## src/rtl/key_rate_pkg.sv

```systemverilog
// key_rate_pkg: shared types and helpers for the key-driven blink-rate selector.
package key_rate_pkg;
  localparam int RATE_W = 2;
  typedef enum logic [1:0] {UP, CHK_DN, DOWN, CHK_UP} key_state_e;
  function automatic logic [31:0] rate_to_cnt(input logic [RATE_W-1:0] idx, input logic [31:0] clk_hz);
    return clk_hz >> idx;
  endfunction
endpackage

```

## src/rtl/sync_2ff.sv

```systemverilog
// sync_2ff: two-flop single-bit synchronizer with selectable reset level.
module sync_2ff #(
  parameter bit RST_VAL = 1'b0
) (
  input  logic clk,
  input  logic rst,
  input  logic d_i,
  output logic q_o
);
  logic s1_q, s2_q;
  always_ff @(posedge clk or posedge rst) begin
    if (rst) begin
      s1_q <= RST_VAL;
      s2_q <= RST_VAL;
    end else begin
      s1_q <= d_i;
      s2_q <= s1_q;
    end
  end
  assign q_o = s2_q;
endmodule

```

## src/rtl/key_rate_select.sv

```systemverilog
// key_rate_select: debounced push-button stepping a 2-bit blink-rate index.
// Optional long-press return to the slowest rate: define KEY_RATE_LONG_PRESS_EN.
module key_rate_select
  import key_rate_pkg::*;
#(
  parameter int unsigned CLK_HZ         = 50000000,
  parameter int unsigned DEBOUNCE_MS    = 20,
  parameter int unsigned KEY_ACTIVE_LOW = 1,
  parameter int unsigned LONG_MS        = 1000
) (
  input  logic              sys_clk,
  input  logic              sys_rst,
  input  logic              key_in,
  output logic              key_level,
  output logic              key_press,
  output logic              key_release,
  output logic [RATE_W-1:0] rate_idx,
  output logic [31:0]       dly_cnt,
  output logic [31:0]       half_dly_cnt,
  output logic              long_press
);
  localparam logic [31:0] CLK_HZ32 = 32'(CLK_HZ);
  localparam logic [31:0] DB_CNT   = (CLK_HZ32 / 32'd1000) * 32'(DEBOUNCE_MS);
  localparam logic [31:0] LCNT     = (CLK_HZ32 / 32'd1000) * 32'(LONG_MS);
  if (DB_CNT < 32'd1 || LCNT < 32'd1) begin : g_bad_cfg
    $error("key_rate_select: debounce and long-press counts must be at least 1");
  end
  logic              key_sync, k;
  key_state_e        state_q, state_d;
  logic [31:0]       cnt_q, cnt_d, dly_q, dly_d;
  logic              press_q, press_d, release_q, release_d, long_d;
  logic [RATE_W-1:0] rate_q, rate_d;
  sync_2ff #(.RST_VAL(KEY_ACTIVE_LOW != 0)) u_sync (
    .clk (sys_clk),
    .rst (sys_rst),
    .d_i (key_in),
    .q_o (key_sync)
  );
  assign k = (KEY_ACTIVE_LOW != 0) ? ~key_sync : key_sync;
`ifdef KEY_RATE_LONG_PRESS_EN
  logic [31:0] hold_q, hold_d;
  logic        long_q;
  // Hold count saturates at LCNT so the pulse fires only once per press.
  always_comb begin
    hold_d = (state_q != DOWN) ? '0 : (hold_q != LCNT) ? hold_q + 32'd1 : hold_q;
    long_d = (state_q == DOWN) && (hold_q == LCNT - 32'd1);
  end
  always_ff @(posedge sys_clk or posedge sys_rst) begin
    if (sys_rst) begin
      hold_q <= '0;
      long_q <= 1'b0;
    end else begin
      hold_q <= hold_d;
      long_q <= long_d;
    end
  end
  assign long_press = long_q;
`else
  assign long_d     = 1'b0;
  assign long_press = 1'b0;
`endif
  always_comb begin
    state_d   = state_q;
    cnt_d     = '0;
    press_d   = 1'b0;
    release_d = 1'b0;
    rate_d    = rate_q;
    dly_d     = dly_q;
    case (state_q)
      UP:   state_d = k ? CHK_DN : UP;
      DOWN: state_d = k ? DOWN : CHK_UP;
      CHK_DN: begin
        if (!k) state_d = UP;
        else if (cnt_q == DB_CNT - 32'd1) begin
          state_d = DOWN;
          press_d = 1'b1;
          rate_d  = rate_q + 2'd1;
          dly_d   = rate_to_cnt(rate_q + 2'd1, CLK_HZ32);
        end else cnt_d = cnt_q + 32'd1;
      end
      default: begin
        if (k) state_d = DOWN;
        else if (cnt_q == DB_CNT - 32'd1) begin
          state_d   = UP;
          release_d = 1'b1;
        end else cnt_d = cnt_q + 32'd1;
      end
    endcase
    if (long_d) begin
      rate_d = '0;
      dly_d  = CLK_HZ32;
    end
  end
  always_ff @(posedge sys_clk or posedge sys_rst) begin
    if (sys_rst) begin
      state_q   <= UP;
      cnt_q     <= '0;
      press_q   <= 1'b0;
      release_q <= 1'b0;
      rate_q    <= '0;
      dly_q     <= CLK_HZ32;
    end else begin
      state_q   <= state_d;
      cnt_q     <= cnt_d;
      press_q   <= press_d;
      release_q <= release_d;
      rate_q    <= rate_d;
      dly_q     <= dly_d;
    end
  end
  assign key_level    = (state_q == DOWN) || (state_q == CHK_UP);
  assign key_press    = press_q;
  assign key_release  = release_q;
  assign rate_idx     = rate_q;
  assign dly_cnt      = dly_q;
  assign half_dly_cnt = dly_q >> 1;
endmodule

```

## config.mk

```make
export PLATFORM = sky130hd
export DESIGN_NAME = key_rate_select
export DESIGN_NICKNAME = d
export VERILOG_FILES = /design/src/rtl/key_rate_pkg.sv /design/src/rtl/sync_2ff.sv /design/src/rtl/key_rate_select.sv
export SDC_FILE = /design/constraint.sdc
export NUM_CORES = 1
export LEC_CHECK = 0
export BUFFER_PORTS_ARGS = -buffer_cell sky130_fd_sc_hd__buf_4
export CORE_AREA = 2 2 79 81
export CTS_CLUSTER_DIAMETER = 40
export DETAILED_ROUTE_END_ITERATION = 7
export DIE_AREA = 0 0 81 83
export HOLD_SLACK_MARGIN = 0.12
export PLACE_DENSITY = 0.74
export SLEW_MARGIN = 15
export SYNTH_ARGS = -nofsm -noshare
export SYNTH_HDL_FRONTEND = slang
export SYNTH_SLANG_ARGS = --single-unit
```

## constraint.sdc

```tcl
create_clock -name sys_clk -period 3.2 [get_ports sys_clk]
set_clock_uncertainty 0.15 [all_clocks]
set_input_delay 0.32 -clock sys_clk [delete_from_list [all_inputs] [get_ports sys_clk]]
set_output_delay 0.32 -clock sys_clk [all_outputs]
set_load 0.02 [all_outputs]
```

# [Word level (Yosys, flattened, before mapping)]
# Cells that the tools add are included.
[totals] regBits=72 in_bits=3 out_inout_bits=70
[op_classes] addsub=2 eq_ne=6 shift=1 mux=16 bitwise=1 reduce_logical=6
[op_table] cell="$mux 32" n=3
[op_table] cell="$pmux 32 s2" n=1
[op_table] cell="$add 32x1->32 const B" n=1
[op_table] cell="$eq 32x20->1 const B" n=1
[op_table] cell="$shr 26x2->32 const A" n=1
[op_table] cell="$mux 2" n=4
[op_table] cell="$mux 1" n=7
[op_table] cell="$pmux 2 s3" n=1
[op_table] cell="$ne 5x5->1 const B" n=1
[op_table] cell="$eq 2x2->1 const B" n=2
[op_table] cell="$ne 3x2->1 const B" n=1
[op_table] cell="$reduce_and 3->1" n=1
[op_table] cell="$reduce_or 3->1" n=1
[op_table] cell="$add 2x1->2 const B" n=1
[op_table] cell="$eq 2x1->1 const B" n=1
[op_table] cell="$logic_not 2->1" n=1
[op_table] cell="$reduce_and 2->1" n=1
[op_table] cell="$reduce_or 2->1" n=1
[op_table] cell="$logic_or 1x1->1" n=1
[op_table] cell="$not 1->1" n=1

# [Depth between registers and ports, before layout]
[logic_depth] depth_word=4 ltp_mapped=8 depth_no_buf=6

# [Hierarchy]
# Synthesis repeated with hierarchy kept, for this count alone.
[unflattened] cells_unflattened=317 hier_area_um2=3044.2
[modules_own_cells] mod="key_rate_select" n_inst=1 cells_each=314 area_each_um2=2987.9
[modules_own_cells] mod="sync_2ff" n_inst=1 cells_each=3 area_each_um2=56.3

# [Worst setup path before layout]
# Ideal clock, no wire load.
[synth_path] path_type="reg-to-reg" startpoint="reg cnt_q[4]" endpoint="reg cnt_q[23]" setup_ns=0.119 arrival_ns=1.873 t_required_ns=2.931 setup_slack_ns=1.057 stages_incl_launch_ff=7 n_path_buf=1 synth_period_minus_slack_ns=2.143 path_cell_list="dfrtp_1 nand3_2 or4_1 buf_2 or4_4 xor2_1 nor2_2"
[synth_via] elab_chain_cells=4 word_cells_on_any_way=6 classes_between="add/sub (1); eq/ne (1); mux (4)"
[synth_lines] item="from (decl)" line="key_rate_select.sv:30" rtl="logic [31:0] cnt_q, cnt_d, dly_q, dly_d;"
[synth_lines] item="from (signal assigned)" line="key_rate_select.sv:104" rtl="cnt_q <= cnt_d;"
[synth_lines] item="$add 32x1->32 / $eq 32x20->1 (equally long branches)"
[synth_lines] item="$mux 32 (*)" line="key_rate_select.sv:74, key_rate_select.sv:83"
[synth_lines] item="$mux 32, on equally long branches" line="key_rate_select.sv:82, key_rate_select.sv:73"
[synth_lines] item="$pmux 32 s2 (*)" line="key_rate_select.sv:69" rtl="case (state_q)"
[synth_lines] item="via cnt_d[23]" line="key_rate_select.sv:30"
# Mark *: on every way through the listed nets, which the timed path passes. The rest lies on a longest branch.
# A chain may end at the register's enable or synchronous reset.

# [Worst setup path after layout]
[layout_path] startpoint="reg cnt_q[7]" endpoint="reg cnt_q[23]"
# The elaborated chain is that of the path after synthesis.

==> impl_metrics.py <==
metrics = {
    "cells_and_area": {
        "num-fill-cells": 535,
        "diodes": 0,
        "multi_input_area_sq_um": 1190,
        "post-route-util": 0.514,
        "final_cell_area_sq_um": 2990,
        "layout-drive-gt1-share": 0.228,
        "nets": 318,
        "instances_no_fill": 382,
        "seqCellArea_sq_um": 1230,
        "syn_to_final_growth_pct": 5.38,
    },
    "synthesis": {
        "yosysWarningCount": 0,
        "synth_top_area_frac": 0.371,
        "syn-cell-area_sq_um": 2840,
        "synth_cells": 292,
        "yosysMostFrequentCell": "buf_4",
        "synth_common_cells": "buf_4 (56), dfrtp_1 (42), nor2_1 (41)",
        "ys.flop_type": "dfrtp_1",
        "synth_area_leader_cell": "dfrtp_1",
        "synth_async_sr_flop_share": 1.00,
        "synth_area_leaders": "dfrtp_1 (37%), buf_4 (15%), dfstp_2 (6.5%), xnor2_1 (6.2%), nor2_1 (5.4%)",
        "synth.avg_cell_area_sq_um": 9.71,
        "synth_edf_count": 0,
        "synth_cell_types": 34,
        "ys_seq_elements": 49,
        "ys_seq_area_frac": 0.435,
    },
    "clock_tree": {
        "clockBufferDepth": 2,
        "holdBufCountCts": 1,
        "insertion_delay_ns": 0.30,
        "ctsHtreeMaxLevel": 2,
        "post-cts-setup-buffers": 0,
        "cts_num_sinks": 49,
        "root_buffer": "clkbuf_8",
        "cts_inserted_buffers": 5,
        "clkSlewWorstSetupHoldPaths_ns": 0.09,
        "cts_resized": 0,
        "cts_tree": "built",
    },
    "place": {
        "hpwl_mm": 3.48,
        "portBuffers": 43,
        "pre_cts_ws_ns": 0.763,
        "gp_congestion": 0.901,
        "placed_area_sq_um": 2900,
        "dp_cells": 373,
    },
    "sta": {
        "tns_ns": 0,
        "post-route-period-util": 0.767,
        "fin_crit_ns": 2.45,
        "hold_viol_final": 0,
        "drv_slew": 0,
        "tightest_slew_ns": 0.994,
        "rsz0062_at_grt": "no",
        "setup_viol": 0,
        "fin_ws_ns": 0.746,
        "holdWs_ns": 0.116,
        "slew_headroom": 0.337,
        "fmax_mhz": 408,
    },
    "routing": {
        "drt_pass1_iterations": 4,
        "drc_errors": 0,
        "vias_per_cell": 4.84,
        "antenna_left": 0,
        "wire_per_inst_um": 12.5,
        "first_iter_violations": 93,
        "totalWireLength_mm": 4.76,
        "vias": 1847,
    },
    "power": {
        "power_frac_clock": 0.340,
        "p_switching_mw": 0.251,
        "p_comb_frac": 0.054,
        "p_leak_nw": 1.37,
        "switching_share": 0.243,
        "p_seq_frac": 0.606,
        "power.total_mw": 1.03,
        "power_density_nw_per_um2": 346,
        "max-vdd-ir-drop_mv": 0.195,
        "power.internal_mw": 0.782,
    },
    "setup_path": {
        "reg2reg_from": "cnt_q[7]",
        "cp_top_family": "simple AND/OR/NAND/NOR gates",
        "reg2reg_depth": 5,
        "slowest_stage": "or4_1",
        "path_class": "reg2reg",
        "cp-end-kind": "flop",
        "required_ns": 3.23,
        "cp.arrival_ns": 2.49,
        "cp_max_fo": 14,
        "path_cells": "nand4_2 > or4_1 > or4_4 > xor2_1 > nor2_2",
        "regToRegEndpoint": "cnt_q[23]",
        "cp.depth": 5,
        "max_stage_delay_ns": 0.74,
        "startpoint_type": "flop",
        "cp-startpoint": "cnt_q[7]",
        "reg2reg_slack_ns": 0.75,
        "path_buf_inv": 0,
        "cp-endpoint": "cnt_q[23]",
    },
    "job": {
        "drv_cap": 0,
    },
    "global_route": {
        "grt_antenna_before_repair": 0,
        "grt_usage": 0.150,
        "overflow": 0,
        "grt_pass1_vias": 1730,
        "grt_max_degree": 50,
        "grt_pass1_wl_mm": 8.14,
    },
    "floorplan": {
        "start_util": 0.488,
        "die_area_sq_um": 6720,
        "fp-row-count": 28,
        "design.core.area_sq_um": 5820,
        "pin_count": 73,
        "fp.dieW_um": 81,
        "die_y_um": 83,
    },
    "run_status": {
        "outcome": "completed",
    },
    "hold_path": {
        "hold_path_class": "in2async",
    },
}
-- cell families (layout without fill, tap and decap cells) --
logic type / count (synthesis) / after routing / share of synthesized area
fa+ha+maj: 9 / 9 / 0.0397
simple gates: 111 / 111 / 0.203
mux: 9 / 9 / 0.0340
flops: 49 / 49 / 0.435
buf+inv: 77 / 65 / 0.181
compound gates: 4 / 4 / 0.00882
xor+xnor: 31 / 31 / 0.0957
other cells: 2 / 29 / 0.00265
-- power groups by stage --
stage / Sequential (mW) / Clock [mW] / Combinational, mW
CTS: 0.626 / 0.364 / 0.0565
floorplan: 0.637 / 0 / 0.0750
global route: 0.627 / 0.388 / 0.0629
finish: 0.626 / 0.351 / 0.0557
detailed placement: 0.638 / 0 / 0.0554
global placement: 0.638 / 0 / 0.0549
-- flip-flops by register name, indices dropped and copies added (netlist names), named ones only --
register,flops
cnt_q,32
dly_cnt,11
key_press,1
key_release,1
state_q,1
u_sync.q_o,1
u_sync.s1_q,1
-- routing by layer --
layer / global-route usage / wire length [um] / vias to the layer above
met2: 0.242 / 2220 / 60
met5: 0 / 0 / -
met4: 0.0401 / 55 / 0
met3: 0.0326 / 322 / 7
met1: 0.203 / 2160 / 868
li1: - / - / 912
-- worst min-delay path by stage --
stage	startpoint	endpoint	slack [ns]	cells after the start
floorplan	key_in	u_sync.s1_q	0.17	0
global placement	u_sync.s1_q	u_sync.q_o	0.20	0
detailed placement	u_sync.s1_q	u_sync.q_o	0.20	0
CTS	sys_rst	cnt_q[1]	0.16	2
global route	sys_rst	dly_cnt[9]	0.21	2
finish	sys_rst	dly_cnt[9]	0.12	2
-- cell type report --
cell class                 count  share of cell area
sequential                    49               0.413
multi-input combinational    193               0.398
timing repair buffer          46               0.116
tap                           75              0.0314
clock buffer                   7              0.0255
inverter                      11              0.0138
clock inverter                 1             0.00167
-- placed cells by master, fill, tap and decap left out, drive strengths merged --
master and instances:
or3 2, nor3 5, or4 4, and4 1, and2 1, or2 1, inv 11, nand2 12
clkinv 1, dfstp 7, buf 45, mux2 5, nor2 42, xor2 11, conb 29, nor4 13
nand4 14, a21o 2, ha 9, a21oi 1, dfrtp 42, mux2i 4, clkbuf 7, xnor2 20
and3 3, o21ai 1, nor4b 2, nand3 11, dlygate4sd3 1
(Power assumes the default switching activity.)
